`src/rtl/coin_return_sequencer_if.sv`:
```
// Coin-hopper handshake bundle between the change-return requester and the
// serial coin dispenser.
interface coin_return_if #(
  parameter int TOTAL_BITS = 31,
  parameter int NUM_COINS  = 3,
  parameter int CNT_BITS   = 8
);
  logic                  i_start;
  logic [TOTAL_BITS-1:0] i_total;
  logic [NUM_COINS-1:0]  o_return_coin;
  logic                  o_busy;
  logic                  o_done;
  logic [TOTAL_BITS-1:0] o_remaining;
  logic [CNT_BITS-1:0]   o_coin_count;

  modport master (
    output i_start, i_total,
    input  o_return_coin, o_busy, o_done, o_remaining, o_coin_count
  );

  modport slave (
    input  i_start, i_total,
    output o_return_coin, o_busy, o_done, o_remaining, o_coin_count
  );
endinterface

```
`src/rtl/coin_return_sequencer.sv`:
```
// Serial change dispenser: ejects one coin per clock, largest denomination
// first, then pulses done and leaves the unpayable residual on o_remaining.
module coin_return_sequencer #(
  parameter int TOTAL_BITS  = 31,
  parameter int NUM_COINS   = 3,
  parameter int COIN0_VALUE = 100,
  parameter int COIN1_VALUE = 500,
  parameter int COIN2_VALUE = 1000,
  parameter int CNT_BITS    = 8
) (
  input  logic          clk,
  input  logic          reset_n,
  coin_return_if.slave  bus
);

  typedef enum logic [0:0] {
    IDLE     = 1'b0,
    DISPENSE = 1'b1
  } state_t;

  localparam logic [TOTAL_BITS-1:0] COIN0_V = TOTAL_BITS'(COIN0_VALUE);
  localparam logic [TOTAL_BITS-1:0] COIN1_V = TOTAL_BITS'(COIN1_VALUE);
  localparam logic [TOTAL_BITS-1:0] COIN2_V = TOTAL_BITS'(COIN2_VALUE);
  localparam logic [CNT_BITS-1:0]   CNT_MAX = {CNT_BITS{1'b1}};

  state_t                state_q, state_d;
  logic [NUM_COINS-1:0]  coin_q, coin_d;
  logic                  done_q, done_d;
  logic [TOTAL_BITS-1:0] remaining_q, remaining_d;
  logic [CNT_BITS-1:0]   count_q, count_d;

  logic                  sel_fit_s;
  logic [NUM_COINS-1:0]  sel_coin_s;
  logic [TOTAL_BITS-1:0] sel_value_s;

  // State and output registers.
  always_ff @(posedge clk or negedge reset_n) begin
    if (!reset_n) begin
      state_q     <= IDLE;
      coin_q      <= '0;
      done_q      <= 1'b0;
      remaining_q <= '0;
      count_q     <= '0;
    end else begin
      state_q     <= state_d;
      coin_q      <= coin_d;
      done_q      <= done_d;
      remaining_q <= remaining_d;
      count_q     <= count_d;
    end
  end

  // Greedy pick of the largest coin that still fits the amount owed.
  always_comb begin
    sel_fit_s   = 1'b1;
    sel_coin_s  = '0;
    sel_value_s = '0;
    if (remaining_q >= COIN2_V) begin
      sel_coin_s[2] = 1'b1;
      sel_value_s   = COIN2_V;
    end else if (remaining_q >= COIN1_V) begin
      sel_coin_s[1] = 1'b1;
      sel_value_s   = COIN1_V;
    end else if (remaining_q >= COIN0_V) begin
      sel_coin_s[0] = 1'b1;
      sel_value_s   = COIN0_V;
    end else begin
      sel_fit_s = 1'b0;
    end
  end

  // Next-state: leave IDLE on a request, return once nothing more fits.
  always_comb begin
    state_d = state_q;
    case (state_q)
      IDLE: begin
        if (bus.i_start) begin
          state_d = DISPENSE;
        end else begin
          state_d = IDLE;
        end
      end
      DISPENSE: begin
        if (sel_fit_s) begin
          state_d = DISPENSE;
        end else begin
          state_d = IDLE;
        end
      end
      default: state_d = IDLE;
    endcase
  end

  // Output next values; the balance is captured only when a request is accepted.
  always_comb begin
    coin_d      = '0;
    done_d      = 1'b0;
    remaining_d = remaining_q;
    count_d     = count_q;
    case (state_q)
      IDLE: begin
        if (bus.i_start) begin
          remaining_d = bus.i_total;
          count_d     = '0;
        end else begin
          remaining_d = remaining_q;
        end
      end
      DISPENSE: begin
        if (sel_fit_s) begin
          coin_d      = sel_coin_s;
          remaining_d = remaining_q - sel_value_s;
          if (count_q != CNT_MAX) begin
            count_d = count_q + {{(CNT_BITS-1){1'b0}}, 1'b1};
          end else begin
            count_d = count_q;
          end
        end else begin
          done_d = 1'b1;
        end
      end
      default: begin
        coin_d = '0;
        done_d = 1'b0;
      end
    endcase
  end

  assign bus.o_return_coin = coin_q;
  assign bus.o_done        = done_q;
  assign bus.o_remaining   = remaining_q;
  assign bus.o_coin_count  = count_q;
  assign bus.o_busy        = (state_q == DISPENSE);

endmodule

```
`src/flat_wrapper.sv`:
```
// flat-port wrapper written by rule: the top's interface ports become plain ports
module coin_return_sequencer_flat 
#(
  parameter int TOTAL_BITS  = 31,
  parameter int NUM_COINS   = 3,
  parameter int COIN0_VALUE = 100,
  parameter int COIN1_VALUE = 500,
  parameter int COIN2_VALUE = 1000,
  parameter int CNT_BITS    = 8
)
  (clk, reset_n, bus_i_start, bus_i_total, bus_o_return_coin, bus_o_busy, bus_o_done, bus_o_remaining, bus_o_coin_count);
  coin_return_if #(.TOTAL_BITS(TOTAL_BITS), .NUM_COINS(NUM_COINS), .CNT_BITS(CNT_BITS)) bus_i ();
  input  logic clk;
  input  logic reset_n;
  input wire logic [$bits(bus_i.i_start)-1:0] bus_i_start;
  input wire logic [$bits(bus_i.i_total)-1:0] bus_i_total;
  output wire logic [$bits(bus_i.o_return_coin)-1:0] bus_o_return_coin;
  output wire logic [$bits(bus_i.o_busy)-1:0] bus_o_busy;
  output wire logic [$bits(bus_i.o_done)-1:0] bus_o_done;
  output wire logic [$bits(bus_i.o_remaining)-1:0] bus_o_remaining;
  output wire logic [$bits(bus_i.o_coin_count)-1:0] bus_o_coin_count;
  assign bus_i.i_start = bus_i_start;
  assign bus_i.i_total = bus_i_total;
  assign bus_o_return_coin = bus_i.o_return_coin;
  assign bus_o_busy = bus_i.o_busy;
  assign bus_o_done = bus_i.o_done;
  assign bus_o_remaining = bus_i.o_remaining;
  assign bus_o_coin_count = bus_i.o_coin_count;
  coin_return_sequencer #(.TOTAL_BITS(TOTAL_BITS), .NUM_COINS(NUM_COINS), .COIN0_VALUE(COIN0_VALUE), .COIN1_VALUE(COIN1_VALUE), .COIN2_VALUE(COIN2_VALUE), .CNT_BITS(CNT_BITS)) u_core (.clk(clk), .reset_n(reset_n), .bus(bus_i));
endmodule
```
`config.mk`:
```
export PLATFORM = sky130hd
export DESIGN_NAME = coin_return_sequencer_flat
export DESIGN_NICKNAME = d
export VERILOG_FILES = /design/src/rtl/coin_return_sequencer_if.sv /design/src/rtl/coin_return_sequencer.sv /design/src/flat_wrapper.sv
export SDC_FILE = /design/constraint.sdc
export NUM_CORES = 1
export LEC_CHECK = 0
export CAP_MARGIN = 20
export CELL_PAD_IN_SITES_DETAIL_PLACEMENT = 0
export CELL_PAD_IN_SITES_GLOBAL_PLACEMENT = 1
export CORE_MARGIN = 2
export CORE_UTILIZATION = 30
export DETAILED_ROUTE_END_ITERATION = 7
export PLACE_DENSITY_LB_ADDON = 0.1
export REMOVE_ABC_BUFFERS = 1
export SLEW_MARGIN = 20
export SYNTH_ARGS = -nofsm -noshare
export SYNTH_HDL_FRONTEND = slang
export SYNTH_SLANG_ARGS = --single-unit
```
`constraint.sdc`:
```
create_clock -name clk -period 4.2 [get_ports clk]
set_input_delay 0.63 -clock clk [delete_from_list [all_inputs] [get_ports clk]]
set_output_delay 0.63 -clock clk [all_outputs]
set_load 0.03 [all_outputs]
```
; ---- Word-level counts from Yosys, hierarchy flattened
; Index checks and enable logic that the tools add are counted.
[totals]
register_bits = 44
in_bits = 34
output_inout_bits = 44
wordCells = 41
[classes]
addsub = 2
n_lt_le_gt_ge = 3
eq_ne = 4
muxes = 24
bitwise = 1
n_reduce_logical = 2
[op_table]
columns = op, n
row1 = 2-to-1 mux 31 bit, 4
row2 = one-hot mux 31 bit (2 select lines), 1
row3 = "greater-or-equal comparator 31 x 10 -> 1 bit, second input constant", 1
row4 = "greater-or-equal comparator 31 x 7 -> 1 bit, second input constant", 1
row5 = "greater-or-equal comparator 31 x 9 -> 1 bit, second input constant", 1
row6 = subtractor 31 bit, 1
row7 = 2-to-1 mux 8 bit, 3
row8 = one-hot mux 8 bit (2 select lines), 1
row9 = 2-to-1 mux 1 bit, 10
row10 = "adder 8 x 1 -> 8 bit, second input constant", 1
row11 = "inequality test 8 bit, second input constant", 1
row12 = 2-to-1 mux 7 bit, 1
row13 = 2-to-1 mux 3 bit, 2
row14 = "inequality test 2 bit, second input constant", 3
row15 = AND reduction 3 bit, 1
row16 = 2-to-1 mux 2 bit, 1
row17 = one-hot mux 1 bit (2 select lines), 1
row18 = AND reduction 2 bit, 1
row19 = inverter 1 bit, 1

; ---- Longest topological paths before layout
; Gate-level depths: netlist (run 1).
[depth]
word_depth = 7
depth_mapped = 14
depth_no_buf = 13

; ---- Worst setup path before layout (run 1)
; Ideal clock, no wire load.
[synth_timing]
kind = flip-flop to flip-flop
from = register u_core.remaining_q[28], in the netlist u_core.bus.o_remaining[28]
to = register u_core.remaining_q[18], in the netlist u_core.bus.o_remaining[18]
setup_time_ns = 0.123
t_arrival_ns = 3.635
t_required_ns = 4.077
path_slack_ns = 0.442
path_stages_with_launch = 15
n_path_buf = 1
synth_period_minus_slack_ns = 3.758
cell_sequence = dfrtp_1 > nor4_2 > nand4_2 > or2_2 > nor3_1 > ha_1 > inv_1 > fa_1 > a211oi_4 > nor3_4 > or3_1 > buf_2 > or3_4 > o22ai_1 > a2bb2oi_2
[synth_via]
elab_chain_cells = 7
word_cells_on_any_way = 14
classes_between = add/sub (1) / order compare (3) / eq/ne (1) / mux (8) / reduce/logical (1)
[synth_rtl]
columns = item, line_no
row1 = from (decl), coin_return_sequencer.sv:29  ; logic [TOTAL_BITS-1:0] remaining_q, remaining_d;
row2 = from (signal assigned), coin_return_sequencer.sv:48  ; remaining_q <= remaining_d;
row3 = greater-or-equal comparator 31 x 7 -> 1 bit, coin_return_sequencer.sv:64  ; end else if (remaining_q >= COIN0_V) begin
row4 = 2-to-1 mux 7 bit, coin_return_sequencer.sv:64
row5 = 2-to-1 mux 31 bit, coin_return_sequencer.sv:61  ; end else if (remaining_q >= COIN1_V) begin
row6 = 2-to-1 mux 31 bit, coin_return_sequencer.sv:58  ; if (remaining_q >= COIN2_V) begin
row7 = subtractor 31 bit, coin_return_sequencer.sv:112  ; remaining_d = remaining_q - sel_value_s;
row8 = 2-to-1 mux 31 bit, coin_return_sequencer.sv:110  ; if (sel_fit_s) begin
row9 = one-hot mux 31 bit (2 select lines), coin_return_sequencer.sv:100  ; case (state_q)
; Several ways; a longest one is shown, not always the timed one. The select of a mux whose other input is x is not followed.
; A chain may end at the register's enable or synchronous reset.

; ---- Worst setup path after layout (run 1)
[layout_timing]
from = register u_core.remaining_q[12], in the netlist u_core.bus.o_remaining[12]
to = register u_core.remaining_q[18], in the netlist u_core.bus.o_remaining[18]
; The elaborated chain is that of the path after synthesis.

==> results of run 1 <==
[cells in the final DEF, fill, tap and decap left out, types with 3 or more instances in the layout]
master and n:
sky130_fd_sc_hd__nand3_1 7, sky130_fd_sc_hd__clkdlybuf4s50_1 76, sky130_fd_sc_hd__ha_1 9, sky130_fd_sc_hd__dfrtp_1 44, sky130_fd_sc_hd__nor4_2 3, sky130_fd_sc_hd__a21oi_1 23
sky130_fd_sc_hd__inv_1 7, sky130_fd_sc_hd__nor3_1 16, sky130_fd_sc_hd__o21ai_1 7, sky130_fd_sc_hd__nand2b_1 3, sky130_fd_sc_hd__or3_1 3, sky130_fd_sc_hd__nor2b_1 3
sky130_fd_sc_hd__nand3b_1 3, sky130_fd_sc_hd__mux2i_1 5, sky130_fd_sc_hd__xor2_1 4, sky130_fd_sc_hd__nor4_1 4, sky130_fd_sc_hd__a21o_1 5, sky130_fd_sc_hd__xnor2_1 6
sky130_fd_sc_hd__o22ai_1 4, sky130_fd_sc_hd__o21ai_0 11, sky130_fd_sc_hd__nor2_1 39, sky130_fd_sc_hd__buf_4 10, sky130_fd_sc_hd__nand4_1 4, sky130_fd_sc_hd__o2bb2ai_1 3
sky130_fd_sc_hd__clkbuf_8 5, sky130_fd_sc_hd__a211oi_1 11, sky130_fd_sc_hd__nand2_1 42
[final timing paths]
path	slack [ps]	endpoint	cells past startpoint
worst max register to register	320	u_core.bus.o_remaining[18]	13
max in group asynchronous	3350	u_core.bus.o_return_coin[2]	2
min in group clk	490	u_core.bus.o_remaining[1]	2
worst min register to register	490	u_core.bus.o_remaining[1]	2
worst max-delay path	320	u_core.bus.o_remaining[18]	13
worst min-delay path	420	u_core.bus.o_remaining[8]	2
[where the power goes]
group | total, mW | switching (mW) | internal (mW)
Sequential | 0.771 | 0.211 | 0.560
Clock | 0.269 | 0.156 | 0.113
Combinational | 1.19 | 0.671 | 0.522
Total | 2.23 | 1.04 | 1.20
[cell type report]
type | count | area [um^2] | area share
multi-input combinational | 261 | 1700 | 0.433
sequential | 44 | 1100 | 0.280
timing repair buffer | 87 | 841 | 0.214
tap | 133 | 166 | 0.0424
clock buffer | 5 | 68.8 | 0.0175
inverter | 9 | 36.3 | 0.00924
clock inverter | 2 | 12.5 | 0.00319
[per-layer routing]
metal / vias to the layer above / part of all wire / global-route usage
li1: 1364 / - / -
met1: 1316 / 0.50 / 0.262
met2: 78 / 0.44 / 0.283
met3: 6 / 0.049 / 0.0325
met4: 0 / 0.0095 / 0.0445
met5: - / 0 / 0
[worst reg2reg max path, cell delays in order (launching register included)]
cell                        delay (ps)
sky130_fd_sc_hd__dfrtp_1           470
sky130_fd_sc_hd__nor4_4            410
sky130_fd_sc_hd__nand2_1           180
sky130_fd_sc_hd__or2_2             340
sky130_fd_sc_hd__nor3_1            180
sky130_fd_sc_hd__ha_1              200
sky130_fd_sc_hd__inv_1              50
sky130_fd_sc_hd__fa_1              450
sky130_fd_sc_hd__a211oi_4          320
sky130_fd_sc_hd__nor3_4             80
sky130_fd_sc_hd__or3_1             450
sky130_fd_sc_hd__or3_4             380
sky130_fd_sc_hd__o22ai_1           180
sky130_fd_sc_hd__a2bb2oi_2          70
[state kept, by name (all words and copies together) (netlist names)]
register                  flops
u_core.bus.o_return_coin      3
u_core.bus.o_busy             1
u_core.bus.o_done             1
u_core.bus.o_coin_count       8
u_core.bus.o_remaining       31
[logic make-up (layout without fill, tap and decap cells)]
| group | after synthesis | after routing | share of synthesized area |
|---|---|---|---|
| AND/OR/NAND/NOR | 142 | 142 | 0.256 |
| adder cells (fa/ha/maj) | 10 | 10 | 0.0453 |
| buffers and inverters | 22 | 103 | 0.0436 |
| flip-flops | 44 | 44 | 0.376 |
| AO/OA/AOI/OAI | 93 | 93 | 0.229 |
| XOR/XNOR | 10 | 10 | 0.0299 |
| multiplexers | 6 | 6 | 0.0209 |
==> impl_metrics.prom, run 1 <==
# TYPE chip_impl_metric gauge
chip_impl_info{name="startpoint_type",value="flip-flop"} 1
chip_impl_metric{name="synth.lib_cells_used.distinct",unit=""} 72
chip_impl_metric{name="cp_data_arrival_time",unit="ps"} 4080
chip_impl_metric{name="power.leakage",unit="nW"} 1.59
chip_impl_metric{name="die_w",unit="um"} 103
chip_impl_metric{name="design.final.nets",unit=""} 452
chip_impl_metric{name="number_of_warnings_issued_by_yosys",unit=""} 0
chip_impl_metric{name="port_buffers",unit=""} 77
chip_impl_metric{name="avgSynthCellArea",unit="um^2"} 8.96
chip_impl_info{name="crit_path_start",value="u_core.bus.o_remaining[12]"} 1
chip_impl_metric{name="max_cap_violations",unit=""} 0
chip_impl_metric{name="placed_area",unit="um^2"} 3850
chip_impl_info{name="tritoncts",value="done"} 1
chip_impl_info{name="timing.critical_path.max_delay_family",value="simple AND/OR/NAND/NOR gates"} 1
chip_impl_metric{name="antenna_left",unit=""} 0
chip_impl_info{name="crit_path_cell_trace",value="nor4_4, nand2_1, or2_2, nor3_1, ha_1, inv_1, fa_1, a211oi_4, nor3_4, or3_1, or3_4, o22ai_1, a2bb2oi_2"} 1
chip_impl_metric{name="grt_max_degree",unit=""} 45
chip_impl_metric{name="vias",unit=""} 2764
chip_impl_metric{name="clkTransAtPathRegs",unit="ps"} 90
chip_impl_metric{name="finalWorstPathRequiredPeriod",unit="ps"} 3880
chip_impl_metric{name="post_cts_repair_setup_buffers",unit=""} 0
chip_impl_metric{name="drc",unit=""} 0
chip_impl_metric{name="worstPathRequired",unit="ps"} 4390
chip_impl_metric{name="drt_iter0_drc",unit=""} 73
chip_impl_info{name="cts_root_buf",value="sky130_fd_sc_hd__clkbuf_8"} 1
chip_impl_metric{name="setup-tns-final",unit="ps"} 0
chip_impl_info{name="run_status",value="finished, final reports clean"} 1
chip_impl_metric{name="worstPathBufferInverterCount",unit=""} 1
chip_impl_info{name="post_synth_main_area_contributors",value="sky130_fd_sc_hd__dfrtp_1, sky130_fd_sc_hd__nand2_1, sky130_fd_sc_hd__nor2_1"} 1
chip_impl_metric{name="preCtsSetupSlack",unit="ps"} 314
chip_impl_info{name="critical_path.endpoint_type",value="flip-flop"} 1
chip_impl_info{name="worstSetupPathType",value="reg -> reg"} 1
chip_impl_metric{name="die_height",unit="um"} 103
chip_impl_metric{name="num_cts_buffers",unit=""} 5
chip_impl_metric{name="drive_above_1_share",unit=""} 0.0956
chip_impl_metric{name="setup_viol",unit=""} 0
chip_impl_metric{name="hold_violations",unit=""} 0
chip_impl_metric{name="die_outline_area",unit="um^2"} 10600
chip_impl_metric{name="floorplan.initialDensity",unit=""} 0.304
chip_impl_metric{name="instance_count_after_placement_with_tap_cells_included",unit=""} 534
chip_impl_info{name="worst_hold_path_type",value="in -> async"} 1
chip_impl_metric{name="floorplan.io_pins",unit=""} 78
chip_impl_metric{name="final.fill_count",unit=""} 994
chip_impl_info{name="synth-main-ff-cell",value="sky130_fd_sc_hd__dfrtp_1"} 1
chip_impl_metric{name="routability_driven_placement_congestion_ratio",unit=""} 0.785
chip_impl_info{name="synth.cells.most_frequent",value="sky130_fd_sc_hd__dfrtp_1, sky130_fd_sc_hd__nand2_1, sky130_fd_sc_hd__nor2_1"} 1
chip_impl_metric{name="routed_via_density",unit=""} 5.11
chip_impl_metric{name="synthesis.area",unit="um^2"} 2930
chip_impl_metric{name="floorplan.core_area",unit="um^2"} 9640
chip_impl_info{name="synth.largest_area_cell",value="sky130_fd_sc_hd__dfrtp_1"} 1
chip_impl_metric{name="vdd.ir_drop.worst",unit="uV"} 257
chip_impl_metric{name="synth_seq_cells",unit=""} 44
chip_impl_metric{name="syn_inst",unit=""} 327
chip_impl_metric{name="utilization",unit=""} 0.407
chip_impl_info{name="worst_r2r_startpoint",value="u_core.bus.o_remaining[12]"} 1
chip_impl_metric{name="tightest_slew",unit="ps"} 698
chip_impl_metric{name="final_antenna_diode_count",unit=""} 0
chip_impl_metric{name="wire_per_inst",unit="um"} 16.9
chip_impl_metric{name="area.growth.synth_to_final",unit="%"} 34.0
chip_impl_metric{name="part_of_the_cycle_the_worst_path_needs",unit=""} 0.925
chip_impl_metric{name="grtUsageTotal",unit=""} 0.181
chip_impl_metric{name="detailedRoute.firstPassIterationCount",unit=""} 4
chip_impl_metric{name="worst_hold_slack",unit="ps"} 417
chip_impl_metric{name="ctsResizeCount",unit=""} 0
chip_impl_metric{name="clkSinkCount",unit=""} 44
chip_impl_info{name="grt_setup_unrepaired",value="false"} 1
chip_impl_metric{name="finalNonFillerCells",unit=""} 541
chip_impl_metric{name="max_stage_delay",unit="ps"} 470
chip_impl_info{name="synth.most_common_cell",value="sky130_fd_sc_hd__dfrtp_1"} 1
chip_impl_metric{name="timing.max_slew.rel_slack",unit=""} 0.532
chip_impl_metric{name="cts_max_path_buffers",unit=""} 2
chip_impl_metric{name="post-route-worst-setup-slack",unit="ps"} 316
chip_impl_metric{name="synth.top_cell.area_share",unit=""} 0.376
chip_impl_metric{name="post_synth_edffs",unit=""} 0
chip_impl_metric{name="grt_remaining_overflow",unit=""} 0
chip_impl_metric{name="cts-hold-fix-buffers",unit=""} 0
chip_impl_metric{name="largest_fanout_on_the_critical_path",unit=""} 7
chip_impl_metric{name="antenna_found_initial",unit=""} 0
chip_impl_metric{name="post-layout-total-power",unit="mW"} 2.23
chip_impl_metric{name="first_global_vias",unit=""} 2752
chip_impl_metric{name="worst_skew_pair.late_latency",unit="ps"} 300
chip_impl_metric{name="finalInstanceArea",unit="um^2"} 3930
chip_impl_metric{name="ys_async_sr_fraction",unit=""} 1.00
chip_impl_info{name="cpMaxStageDelayCell",value="sky130_fd_sc_hd__dfrtp_1"} 1
chip_impl_metric{name="core.rowCount",unit=""} 36
chip_impl_metric{name="power-per-cell-area",unit="nW/um^2"} 568
chip_impl_metric{name="routed_wirelength",unit="mm"} 9.16
chip_impl_metric{name="maxClockFrequency",unit="MHz"} 257
chip_impl_metric{name="timing_max_transition_violations_final",unit=""} 0
chip_impl_metric{name="hpwl",unit="mm"} 6.57
chip_impl_metric{name="clock-skew-final",unit="ps"} 10.9
chip_impl_metric{name="wire_length_of_the_first_global_routing_pass",unit="mm"} 14.6
chip_impl_metric{name="cts-htree-levels",unit=""} 2
chip_impl_metric{name="synth_seq_area_share",unit=""} 0.376
Power figures use the tool's default switching activity.
==> inputs of run 2 (changes only) <==
CORE_UTILIZATION = 36   (was 30)
==> run 2 against run 1 <==
  * Register-to-register slack better by 20 ps
  * Global-route usage grew 1.9 points
  * Worst setup slack gained 19 ps
  * Via count increased by 0.40%
  * Critical endpoint unchanged
==> impl_metrics.prom, run 2 (same netlist as run 1, synthesis figures left out) <==
# TYPE chip_impl_metric gauge
chip_impl_metric{name="num_cts_buffers",unit=""} 5
chip_impl_metric{name="setup-tns-final",unit="ps"} 0
chip_impl_metric{name="post-layout-total-power",unit="mW"} 2.24
chip_impl_metric{name="floorplan.initialDensity",unit=""} 0.375
chip_impl_metric{name="design.final.nets",unit=""} 451
chip_impl_metric{name="die_w",unit="um"} 94.2
chip_impl_metric{name="drive_above_1_share",unit=""} 0.0931
chip_impl_metric{name="clkTransAtPathRegs",unit="ps"} 90
chip_impl_info{name="grt_setup_unrepaired",value="false"} 1
chip_impl_metric{name="wire_per_inst",unit="um"} 16.5
chip_impl_info{name="layout.cells.most_common",value="sky130_fd_sc_hd__clkdlybuf4s50_1"} 1
chip_impl_metric{name="worst_skew_pair.late_latency",unit="ps"} 300
chip_impl_metric{name="max_stage_delay",unit="ps"} 470
chip_impl_info{name="final_cell_mix",value="sky130_fd_sc_hd__clkdlybuf4s50_1, sky130_fd_sc_hd__dfrtp_1, sky130_fd_sc_hd__nand2_1"} 1
chip_impl_metric{name="hpwl",unit="mm"} 6.02
chip_impl_metric{name="detailedRoute.firstPassIterationCount",unit=""} 4
chip_impl_metric{name="post_cts_repair_setup_buffers",unit=""} 0
chip_impl_metric{name="vdd.ir_drop.worst",unit="uV"} 279
chip_impl_info{name="cts_root_buf",value="sky130_fd_sc_hd__clkbuf_8"} 1
chip_impl_metric{name="timing.max_slew.rel_slack",unit=""} 0.322
chip_impl_metric{name="routed_wirelength",unit="mm"} 8.41
chip_impl_metric{name="area.growth.synth_to_final",unit="%"} 33.0
chip_impl_metric{name="ctsResizeCount",unit=""} 0
chip_impl_metric{name="grt_max_degree",unit=""} 45
chip_impl_metric{name="power.leakage",unit="nW"} 1.59
chip_impl_info{name="critical_path.endpoint_type",value="flip-flop"} 1
chip_impl_metric{name="routability_driven_placement_congestion_ratio",unit=""} 0.850
chip_impl_metric{name="worstPathBufferInverterCount",unit=""} 1
chip_impl_info{name="worstSetupPathType",value="reg -> reg"} 1
chip_impl_metric{name="vias",unit=""} 2775
chip_impl_metric{name="tightest_slew",unit="ps"} 1010
chip_impl_metric{name="max_cap_violations",unit=""} 0
chip_impl_metric{name="antenna_left",unit=""} 0
chip_impl_metric{name="antenna_found_initial",unit=""} 0
chip_impl_info{name="startpoint_type",value="flip-flop"} 1
chip_impl_metric{name="largest_fanout_on_the_critical_path",unit=""} 7
chip_impl_metric{name="preCtsSetupSlack",unit="ps"} 332
chip_impl_info{name="timing.critical_path.max_delay_family",value="simple AND/OR/NAND/NOR gates"} 1
chip_impl_metric{name="instance_count_after_placement_with_tap_cells_included",unit=""} 502
chip_impl_metric{name="maxClockFrequency",unit="MHz"} 259
chip_impl_metric{name="worstPathRequired",unit="ps"} 4440
chip_impl_metric{name="drc",unit=""} 0
chip_impl_metric{name="grtUsageTotal",unit=""} 0.200
chip_impl_metric{name="setup_viol",unit=""} 0
chip_impl_metric{name="drt_iter0_drc",unit=""} 118
chip_impl_metric{name="power-per-cell-area",unit="nW/um^2"} 574
chip_impl_info{name="run_status",value="finished, final reports clean"} 1
chip_impl_metric{name="floorplan.core_area",unit="um^2"} 7810
chip_impl_metric{name="core.rowCount",unit=""} 32
chip_impl_metric{name="cts_max_path_buffers",unit=""} 2
chip_impl_info{name="crit_path_cell_trace",value="nor4_4, nand2_1, or2_2, nor3_1, ha_1, inv_1, fa_1, a211oi_4, nor3_4, or3_1, or3_4, a21oi_2, a2bb2oi_2"} 1
chip_impl_metric{name="port_buffers",unit=""} 77
chip_impl_metric{name="finalInstanceArea",unit="um^2"} 3900
chip_impl_metric{name="cp_data_arrival_time",unit="ps"} 4100
chip_impl_info{name="tritoncts",value="done"} 1
chip_impl_metric{name="largest_reg_flops",unit=""} 31
chip_impl_info{name="cpMaxStageDelayCell",value="sky130_fd_sc_hd__dfrtp_1"} 1
chip_impl_metric{name="timing_max_transition_violations_final",unit=""} 0
chip_impl_metric{name="finalNonFillerCells",unit=""} 510
chip_impl_metric{name="floorplan.io_pins",unit=""} 78
chip_impl_metric{name="routed_via_density",unit=""} 5.44
chip_impl_metric{name="first_global_vias",unit=""} 2812
chip_impl_info{name="worst_hold_path_type",value="in -> async"} 1
chip_impl_metric{name="post-route-worst-setup-slack",unit="ps"} 335
chip_impl_metric{name="clock-skew-final",unit="ps"} 10.1
chip_impl_metric{name="die_height",unit="um"} 94.2
chip_impl_metric{name="placed_area",unit="um^2"} 3800
chip_impl_metric{name="die_outline_area",unit="um^2"} 8880
chip_impl_metric{name="final_antenna_diode_count",unit=""} 0
chip_impl_metric{name="cts-hold-fix-buffers",unit=""} 0
chip_impl_metric{name="finalWorstPathRequiredPeriod",unit="ps"} 3860
chip_impl_metric{name="grt_remaining_overflow",unit=""} 0
chip_impl_metric{name="hold_violations",unit=""} 0
chip_impl_metric{name="part_of_the_cycle_the_worst_path_needs",unit=""} 0.920
chip_impl_metric{name="final.fill_count",unit=""} 751
chip_impl_metric{name="wire_length_of_the_first_global_routing_pass",unit="mm"} 13.9
chip_impl_metric{name="clkSinkCount",unit=""} 44
chip_impl_metric{name="cts-htree-levels",unit=""} 2
==> run 2: cell types whose count changed in the layout (fill, tap and decap cells not counted), sizes merged <==
cell / change
clkbuf: +2
buf: -1
clkinv: -1
==> run 2: per-stage QoR <==
stage          hold slack, ps   util
2_1_floorplan             334      -
3_5_place_dp              471  0.487
6_report                  335  0.499
3_3_place_gp              459  0.487
5_1_grt                   380  0.499
4_1_cts                   492  0.499
==> run 2: worst paths after layout <==
path	start	endpoint	slack [ps]	cells after the start
max reg2reg	u_core.bus.o_remaining[12]	u_core.bus.o_remaining[18]	340	13
max in group asynchronous	reset_n	u_core.bus.o_remaining[2]	3460	1
min in group clk	u_core.bus.o_remaining[0]	u_core.bus.o_remaining[0]	490	2
min reg2reg	u_core.bus.o_remaining[0]	u_core.bus.o_remaining[0]	490	2
max	u_core.bus.o_remaining[12]	u_core.bus.o_remaining[18]	340	13
min	reset_n	u_core.bus.o_remaining[14]	340	1
==> run 2: cell type report <==
cell class                 instances  area [um^2]  area share
clock buffer                       7         86.3      0.0222
clock inverter                     1         7.51     0.00193
inverter                           9         36.3     0.00931
timing repair buffer              86          836       0.215
multi-input combinational        261         1700       0.437
tap                              102          128      0.0328
sequential                        44         1100       0.283
==> run 2: per-layer routing <==
metal | GRT usage | wire (um)
met5 | 0 | 0
met4 | 0.0676 | 97
met3 | 0.0377 | 430
met2 | 0.321 | 3950
met1 | 0.271 | 3940
==> run 2: report_power, final <==
group | leakage (nW) | switching [mW] | internal [mW]
clock | 0.0445 | 0.155 | 0.134
sequential | 0.516 | 0.204 | 0.561
combinational | 1.03 | 0.663 | 0.521
total | 1.59 | 1.02 | 1.22
==> run 2: worst reg2reg max path, stage by stage, from the launching register on <==
cell and delay [ps]:
sky130_fd_sc_hd__dfrtp_1 470, sky130_fd_sc_hd__nor4_4 400, sky130_fd_sc_hd__nand2_1 180, sky130_fd_sc_hd__or2_2 350
sky130_fd_sc_hd__nor3_1 180, sky130_fd_sc_hd__ha_1 200, sky130_fd_sc_hd__inv_1 60, sky130_fd_sc_hd__fa_1 450
sky130_fd_sc_hd__a211oi_4 330, sky130_fd_sc_hd__nor3_4 80, sky130_fd_sc_hd__or3_1 440, sky130_fd_sc_hd__or3_4 380
sky130_fd_sc_hd__a21oi_2 160, sky130_fd_sc_hd__a2bb2oi_2 130
